`config.mk`:
```
export PLATFORM = sky130hd
export DESIGN_NAME = collision_unit
export DESIGN_NICKNAME = d
export VERILOG_FILES = /design/src/rtl/collision_unit.sv
export SDC_FILE = /design/constraint.sdc
export NUM_CORES = 1
export LEC_CHECK = 0
export BUFFER_PORTS_ARGS = -buffer_cell sky130_fd_sc_hd__buf_4
export CAP_MARGIN = 40
export CORE_MARGIN = 10
export CORE_UTILIZATION = 40
export CTS_CLUSTER_DIAMETER = 100
export DETAILED_ROUTE_END_ITERATION = 7
export PLACE_DENSITY_LB_ADDON = 0.25
export SYNTH_ARGS = -nofsm -noshare
export SYNTH_HDL_FRONTEND = slang
export SYNTH_SLANG_ARGS = --single-unit
```
`constraint.sdc`:
```
create_clock -name CLOCK_50 -period 4.3 [get_ports CLOCK_50]
set_clock_uncertainty 0.05 [all_clocks]
set_input_delay 0.86 -clock CLOCK_50 [delete_from_list [all_inputs] [get_ports CLOCK_50]]
set_output_delay 0.86 -clock CLOCK_50 [all_outputs]
set_load 0.02 [all_outputs]
```
`src/rtl/collision_unit.sv`:
```
// collision_unit
//   Resolves one projected entity move against the entity file. On a request
//   it reads the entity under test, walks every valid entry (one address cycle
//   plus one data cycle each, skipping itself), accumulates blocked / hit / win
//   flags from bounding-box overlaps, then publishes the resolved position and
//   a one-cycle DONE pulse with the event flags.
//
//   Optional build macro: COLLISION_BOUNDS_EN -- when defined, a player or
//   enemy projected past the playfield edge is treated as blocked.
//
// Ports
//   CLOCK_50        in   clock, all state on rising edge
//   RESET_H         in   asynchronous active-high reset
//   RUN_COLLISION   in   request level, held until COLLISION_DONE seen
//   CUR_ADDRESS     in   entity-file address of the entity under test
//   STOP_ADDRESS    in   number of valid entity-file entries (0..4)
//   PROJ_X/PROJ_Y   in   projected position
//   EF_ID/EF_X/EF_Y in   entity-file read data (one-cycle latency)
//   EF_ADDR         out  entity-file read address
//   COLLISION_DONE  out  one-cycle completion pulse
//   OUT_X/OUT_Y     out  resolved position, valid from DONE onward
//   GAME_OVER_FLAG  out  pulse with DONE: player/enemy contact
//   YOU_WIN_FLAG    out  pulse with DONE: player reached goal
module collision_unit #(
    parameter int SIZE     = 16,
    parameter int SCREEN_W = 640,
    parameter int SCREEN_H = 480
) (
    input  logic       CLOCK_50,
    input  logic       RESET_H,
    input  logic       RUN_COLLISION,
    input  logic [1:0] CUR_ADDRESS,
    input  logic [2:0] STOP_ADDRESS,
    input  logic [9:0] PROJ_X,
    input  logic [9:0] PROJ_Y,
    input  logic [1:0] EF_ID,
    input  logic [9:0] EF_X,
    input  logic [9:0] EF_Y,
    output logic [1:0] EF_ADDR,
    output logic       COLLISION_DONE,
    output logic [9:0] OUT_X,
    output logic [9:0] OUT_Y,
    output logic       GAME_OVER_FLAG,
    output logic       YOU_WIN_FLAG
);

`ifdef COLLISION_BOUNDS_EN
    localparam logic BOUNDS_EN = 1'b1;
`else
    localparam logic BOUNDS_EN = 1'b0;
`endif

    localparam logic [10:0] SIZE11 = 11'(SIZE);
    localparam logic [9:0]  MAX_X  = 10'(SCREEN_W - SIZE);
    localparam logic [9:0]  MAX_Y  = 10'(SCREEN_H - SIZE);

    localparam logic [1:0] ID_PLAYER = 2'b00;
    localparam logic [1:0] ID_ENEMY  = 2'b01;
    localparam logic [1:0] ID_GOAL   = 2'b10;
    localparam logic [1:0] ID_WALL   = 2'b11;

    typedef enum logic [2:0] {
        IDLE, SELF_ADDR, SELF_DATA, SCAN_ADDR, SCAN_DATA, RESOLVE, DONE, WAIT_LOW
    } state_t;

    state_t     state, state_nxt;
    logic [1:0] self_id;
    logic [1:0] scan_idx;
    logic [9:0] self_x, self_y;
    logic       blocked, hit, win;

    // Overlap test on 11-bit signed differences so no coordinate pair wraps.
    logic signed [10:0] dx, dy;
    logic        [10:0] adx, ady;
    logic               overlap;
    logic               last_entry;
    logic               out_of_bounds;

    assign dx      = $signed({1'b0, PROJ_X}) - $signed({1'b0, EF_X});
    assign dy      = $signed({1'b0, PROJ_Y}) - $signed({1'b0, EF_Y});
    assign adx     = dx[10] ? 11'(-dx) : 11'(dx);
    assign ady     = dy[10] ? 11'(-dy) : 11'(dy);
    assign overlap = (adx < SIZE11) && (ady < SIZE11);

    assign last_entry    = (({1'b0, scan_idx} + 3'd1) >= STOP_ADDRESS);
    assign out_of_bounds = (PROJ_X > MAX_X) || (PROJ_Y > MAX_Y);

    always_ff @(posedge CLOCK_50 or posedge RESET_H) begin
        if (RESET_H) state <= IDLE;
        else         state <= state_nxt;
    end

    always_comb begin
        state_nxt      = state;
        EF_ADDR        = 2'd0;
        COLLISION_DONE = 1'b0;
        GAME_OVER_FLAG = 1'b0;
        YOU_WIN_FLAG   = 1'b0;
        case (state)
            IDLE:      if (RUN_COLLISION) state_nxt = SELF_ADDR;
            SELF_ADDR: begin
                EF_ADDR   = CUR_ADDRESS;
                state_nxt = SELF_DATA;
            end
            SELF_DATA: state_nxt = (STOP_ADDRESS == 3'd0) ? RESOLVE : SCAN_ADDR;
            SCAN_ADDR: begin
                EF_ADDR   = scan_idx;
                state_nxt = SCAN_DATA;
            end
            SCAN_DATA: state_nxt = last_entry ? RESOLVE : SCAN_ADDR;
            RESOLVE:   state_nxt = DONE;
            DONE: begin
                COLLISION_DONE = 1'b1;
                GAME_OVER_FLAG = hit;
                YOU_WIN_FLAG   = win;
                state_nxt      = WAIT_LOW;
            end
            WAIT_LOW:  if (!RUN_COLLISION) state_nxt = IDLE;
            default:   state_nxt = IDLE;
        endcase
        // A dropped request abandons the scan anywhere before the result is out.
        if (!RUN_COLLISION && state != DONE && state != WAIT_LOW)
            state_nxt = IDLE;
    end

    always_ff @(posedge CLOCK_50 or posedge RESET_H) begin
        if (RESET_H) begin
            self_id  <= 2'd0;
            self_x   <= 10'd0;
            self_y   <= 10'd0;
            scan_idx <= 2'd0;
            blocked  <= 1'b0;
            hit      <= 1'b0;
            win      <= 1'b0;
            OUT_X    <= 10'd0;
            OUT_Y    <= 10'd0;
        end else begin
            case (state)
                SELF_DATA: begin
                    self_id  <= EF_ID;
                    self_x   <= EF_X;
                    self_y   <= EF_Y;
                    scan_idx <= 2'd0;
                    hit      <= 1'b0;
                    win      <= 1'b0;
                    blocked  <= BOUNDS_EN && out_of_bounds && !EF_ID[1];
                end
                SCAN_DATA: begin
                    if (scan_idx != CUR_ADDRESS && overlap) begin
                        if (self_id == ID_PLAYER) begin
                            if (EF_ID == ID_ENEMY) hit     <= 1'b1;
                            if (EF_ID == ID_GOAL)  win     <= 1'b1;
                            if (EF_ID == ID_WALL)  blocked <= 1'b1;
                        end else if (self_id == ID_ENEMY) begin
                            if (EF_ID == ID_PLAYER) hit <= 1'b1;
                            if (EF_ID == ID_WALL || EF_ID == ID_ENEMY) blocked <= 1'b1;
                        end
                    end
                    scan_idx <= scan_idx + 2'd1;
                end
                RESOLVE: begin
                    // Only commit when the request is still alive; an abort
                    // here must leave the previous result in place.
                    if (RUN_COLLISION) begin
                        OUT_X <= blocked ? self_x : PROJ_X;
                        OUT_Y <= blocked ? self_y : PROJ_Y;
                    end
                end
                default: ;
            endcase
        end
    end

endmodule
```
==> results of run 1 <==
## cell type report
type                       instances  area share, %
multi-input combinational        313           48.9
sequential                        50           29.1
timing repair buffer              77           13.9
tap                              108           3.15
inverter                          34           2.97
clock buffer                       5           1.60
clock inverter                     2          0.349
## per-layer routing
metal | GRT usage (%) | up-vias | part of all wire [%]
met3 | 2.57 | 8 | 4.8
li1 | - | 1579 | -
met2 | 23.2 | 68 | 46
met5 | 0 | - | 0
met4 | 3.01 | 0 | 0.97
met1 | 19.0 | 1436 | 48
## per-stage QoR
step                      cell area (um2)  setup WS, ns  total power, uW  util, %  hold slack [ns]
after global routing                 4300         0.750             2020     49.5            0.470
final                                4300         0.992             1850     49.5            0.436
after detailed placement             4210         0.663             1590     48.5            0.417
after floorplan                      3550          1.05             1300        -            0.392
after global placement               4180         0.773             1560     48.1            0.409
after CTS                            4300         0.982             1870     49.5            0.440
## cells by family after synthesis
logic type | count (synthesis) | synth area share, %
simple gates | 128 | 17.0
compound gates | 117 | 20.9
buf+inv | 51 | 5.47
flops | 50 | 35.3
fa+ha+maj | 26 | 9.60
mux | 25 | 7.06
xor+xnor | 17 | 4.73
## sequential cells by signal (all words and copies together) (netlist names)
signal and count:
scan_idx 2, self_y 10, self_id 2, hit 1
OUT_Y 10, OUT_X 10, win 1, self_x 10
blocked 1, state 3
## worst paths after layout
| path | cells after the start | to |
|---|---|---|
| setup reg to reg | 8 | hit |
| hold reg to reg | 2 | self_y[1] |
| hold / removal | 2 | self_y[1] |
| max in group asynchronous | 3 | self_x[5] |
| min in group asynchronous | 2 | OUT_X[4] |
| setup / recovery | 13 | win |
## where the power goes
part	internal [uW]	leakage [uW]	switching (uW)
Combinational	346	0.00137	438
Clock	112	0.0000362	168
Sequential	657	0.000637	129
## worst max-delay path, stage by stage
cell and delay (ns):
buf_4 0.11, inv_1 0.06, ha_1 0.17, inv_1 0.06, fa_1 0.43, a211oi_2 0.27, o21ai_2 0.12, a2111oi_0 0.32
o21ai_1 0.15, nor4_2 0.16, a2111oi_1 0.11, or4_1 0.53, o21ai_1 0.13
## synth_stat cells, drive strengths merged (3+ instances only)
cell type  number  area share [%]
mux2i          25             7.1
clkbuf         14             1.5
a211oi          4            0.99
or3             4            0.71
a21o            8             1.7
xnor2           9             2.2
nand2b          4            0.71
and3            3            0.53
nor3            8             1.1
o21a            4            0.85
xor2            8             2.5
nand2          66             7.1
nand3           5            0.71
o211ai          3            0.78
dfrtp          50              35
o21ai          60             8.6
a21oi          14             2.0
nor4            3            0.71
ha             24             8.5
nand3b          4            0.85
a31oi           5             1.3
nor2           19             2.0
inv            34             3.6
buf             3            0.39
a2111oi         3            0.78
==> results.tsv, run 1 <==
stage	metric	value	unit
cts	clockRootBuffer	clkbuf_8	
global_route	grt_usage	14.2	%
routing	vias	3091	
yosys	ys_warn_count	0	
finish	diodes	0	
cts	clock_latency	0.31	ns
timing	finalCritPeriodShare	76.9	%
worst_setup_path	crit_path_start	PROJ_Y[0]	
yosys	synth_flop_cell	dfrtp_1	
worst_setup_path	cp.arrival	3.49	ns
global_route	grt_pass1_wl	15500	um
global_route	grt_max_degree	44	
cts	postCtsSetupRepairBufs	0	
finish	final_common_cell	buf_4	
worst_setup_path	r2r_slack	2.26	ns
power	p_per_area	430	nW/um2
timing	clock.fmax	302	MHz
floorplan	core_area	8680	um2
worst_setup_path	required	4.49	ns
timing	hold_viol	0	
yosys	ys_ff_latch	50	
worst_setup_path	crit_type	in -> reg	
yosys	async_flop_share	100	%
finish	multi_input_area	2100	um2
floorplan	die_h	114	um
timing	worst_slew_pin_slew	0.798	ns
timing	slew_headroom	46.8	%
outcome	outcome	completed	
place	placed_cells	582	
floorplan	core.rowCount	34	
timing	rsz0062_at_grt	no	
yosys	syn_inst	414	
timing	slew_viol_final	0	
finish	register_area	1250	um2
routing	drt_first_pass_iters	5	
routing	wl_per_cell	15.6	um
place	hpwl	7420	um
worst_setup_path	cp-end-kind	register	
finish	drive_above_1_share	20.4	%
finish	stdcell_count	589	
yosys	netlist_area	3550	um2
finish	finalNetCount	557	
cts	cts_made_buffers	5	
yosys	avgSynthCellArea	8.56	um2
cts	tritoncts	yes	
place	place_congestion	0.895	
timing	tns	0	ns
cts	ctsHoldBuffers	0	
place	io_buffers	74	
yosys	synth_edf_count	0	
timing	fin_crit	3.31	ns
worst_setup_path	r2r-start	state[2]	
floorplan	dieArea	13000	um2
routing	antenna_left	0	
cts	cts.reportedPaths.clkPinSlew	0.10	ns
cts	htreeDepth	2	
global_route	antenna_found_initial	0	
routing	routed_via_density	5.25	
worst_setup_path	startpoint_type	input pin	
routing	drt-total-wl	9210	um
finish	final_cell_mix	buf_4 (75), nand2_1 (65), o21ai_0 (55)	
floorplan	initial_core_util	40.9	%
global_route	grt_pass1_vias	3149	
yosys	synth_nets	490	
flow_run	drv_cap	0	
routing	post-route-drc-count	0	
finish	fillCellCount	835	
power	peakVddDrop	0.139	mV
worst_setup_path	path_max_fanout	3	
routing	drt-initial-drc-count	134	
global_route	overflow	0	
floorplan	die-width	114	um
yosys	synth.distinct_cells	57	
worst_hold_path	hold_class	reg -> reg	
cts	clkSinkCount	50	
worst_hold_path	hp-start	self_y[1]	
yosys	yosysSeqAreaShare	35.3	%
power	p_leak	0.00204	uW
cts	clockBufferDepth	2	
floorplan	io-pin-count	75	
timing	setup_viol	0	
cts	ctsResizeCount	0	
finish	area_growth	21.2	%
No activity file was read; power rests on OpenSTA's default activity.
==> run 2: changes to the inputs <==
- clock period: 4.3 -> 3 ns (I/O delays scaled with it)
==> run 2 against run 1 <==
Compared with the run above:
- sequential power up 44%
- global-route usage up 0.81 points
- routed wire length up 6.2%
- flip-flop and latch count unchanged
- combinational power up 52%
- clock power up 42%
- design area up 4.9%
- sequential share of layout area down 1.4 points
- first-iteration DRC count down 14%
- critical endpoint unchanged
- largest power group is now combinational cells
==> results.tsv, run 2 (synthesis gave the netlist of run 1 again) <==
stage	metric	value	unit
outcome	outcome	completed	
global_route	grt_usage	15.0	%
worst_setup_path	path_max_fanout	3	
timing	whs	0.300	ns
floorplan	dieArea	13000	um2
global_route	antenna_found_initial	0	
floorplan	core.rowCount	34	
global_route	grt_pass1_wl	16300	um
finish	area_growth	27.1	%
finish	drive_above_1_share	25.9	%
worst_setup_path	crit_path_start	PROJ_Y[0]	
global_route	grt_pass1_vias	3361	
routing	routed_via_density	5.30	
routing	drt-initial-drc-count	115	
timing	slew_viol_final	0	
worst_setup_path	crit_path_cell_trace	buf_4 -> inv_1 -> ha_2 -> inv_2 -> fa_2 -> a211oi_4 -> o21ai_2 -> a2111oi_4 -> o21ai_2 -> nor4_2 -> a2111oi_2 -> or4_1 -> o21ai_1	
timing	fin_crit	2.91	ns
worst_setup_path	max_stage_delay	0.50	ns
timing	finalCritPeriodShare	97.0	%
worst_setup_path	cpMostUsedCell	o21ai_2	
power	peakVddDrop	0.248	mV
worst_setup_path	required	3.19	ns
timing	tns	0	ns
worst_hold_path	hold_class	in -> async	
routing	wl_per_cell	16.0	um
floorplan	core_area	8680	um2
worst_setup_path	r2r-start	state[2]	
power	seqPwrFrac	41.7	%
power	combPwrFrac	43.7	%
cts	clockBufferDepth	2	
floorplan	die-width	114	um
cts	cts.reportedPaths.clkPinSlew	0.10	ns
power	p_switching	1080	uW
worst_setup_path	cp-end-kind	register	
routing	drt-total-wl	9780	um
timing	slew_headroom	50.5	%
finish	diodes	0	
worst_setup_path	startpoint_type	input pin	
worst_setup_path	crit_type	in -> reg	
worst_setup_path	cpMaxStageDelayCell	or4_1	
cts	clkSinkCount	50	
power	p_leak	0.00214	uW
power	swShare	39.9	%
cts	clockRootBuffer	clkbuf_8	
power	p_per_area	602	nW/um2
routing	post-route-drc-count	0	
place	io_buffers	74	
global_route	grt_max_degree	44	
routing	vias	3232	
power	power_frac_clock	14.6	%
finish	final_cell_mix	buf_4 (98), nand2_1 (65), o21ai_0 (51)	
floorplan	initial_core_util	40.9	%
finish	final_common_cell	buf_4	
place	hpwl	7790	um
timing	clock.fmax	344	MHz
timing	setup_viol	0	
flow_run	drv_cap	0	
routing	drt_first_pass_iters	4	
finish	finalNetCount	578	
cts	htreeDepth	2	
cts	clock_latency	0.30	ns
routing	antenna_left	0	
cts	cts_made_buffers	5	
floorplan	io-pin-count	75	
place	place_congestion	0.927	
global_route	overflow	0	
worst_setup_path	cp.arrival	3.10	ns
floorplan	die_h	114	um
cts	tritoncts	yes	
timing	worst_slew_pin_slew	0.743	ns
power	internal-power	1630	uW
timing	hold_viol	0	
-- run 2: layout make-up --
type	count	area (um2)
Fill cell	863	4170
Multi-Input combinational cell	313	2170
Sequential cell	50	1250
Timing Repair Buffer	98	736
Tap cell	108	135
Inverter	34	128
Clock buffer	5	68.8
Clock inverter	2	15.0
-- run 2: timing repair --
item	4_1_cts	5_1_grt
setup buffers	0	1
gates resized for setup	3	16
hold buffers	0	0
pin swaps	0	7
setup endpoints to repair	3	3
-- run 2: path summary, 6_finish.rpt --
| path | to | slack, ns | cells after the start |
|---|---|---|---|
| setup reg to reg | win | 0.98 | 8 |
| hold reg to reg | OUT_Y[0] | 0.44 | 2 |
| min in group CLOCK_50 | OUT_Y[0] | 0.44 | 2 |
| max in group asynchronous | self_y[2] | 1.97 | 3 |
| hold / removal | OUT_X[0] | 0.30 | 2 |
| setup / recovery | win | 0.09 | 13 |
-- run 2: power groups by stage --
| stage | Sequential (uW) | Combinational (uW) | Clock [uW] |
|---|---|---|---|
| 6_report | 1130 | 1190 | 397 |
| 5_1_grt | 1170 | 1340 | 427 |
| 4_1_cts | 1130 | 1180 | 409 |
| 3_5_place_dp | 1150 | 1170 | 0 |
| 3_3_place_gp | 1130 | 1140 | 0 |
| 2_1_floorplan | 1210 | 646 | 0 |
-- run 2: metrics by stage --
stage	total power, uW	area [um2]	setup slack [ns]	util (%)	std cells
final	2710	4510	0.0890	51.9	610
after global routing	2940	4510	-0.0488	51.9	610
after CTS	2720	4430	0.00504	51.1	609
after detailed placement	2320	4340	-0.375	50.0	602
after global placement	2270	4340	-0.248	50.0	602
after floorplan	1860	3550	0.0138	-	414
-- run 2: metal layers --
layer | wire length (um) | vias up | GRT usage [%]
li1 | - | 1624 | -
met1 | 4440 | 1537 | 20.1
met2 | 4800 | 67 | 24.4
met3 | 459 | 4 | 2.57
met4 | 80 | 0 | 3.68
met5 | 0 | - | 0
-- run 2: worst max-delay path, delay by kind of cell --
family | cells | cell delay [ns]
AO/OA/AOI/OAI | 6 | 1.06
AND/OR/NAND/NOR | 2 | 0.68
adder cells (fa/ha/maj) | 2 | 0.56
buffers and inverters | 3 | 0.20
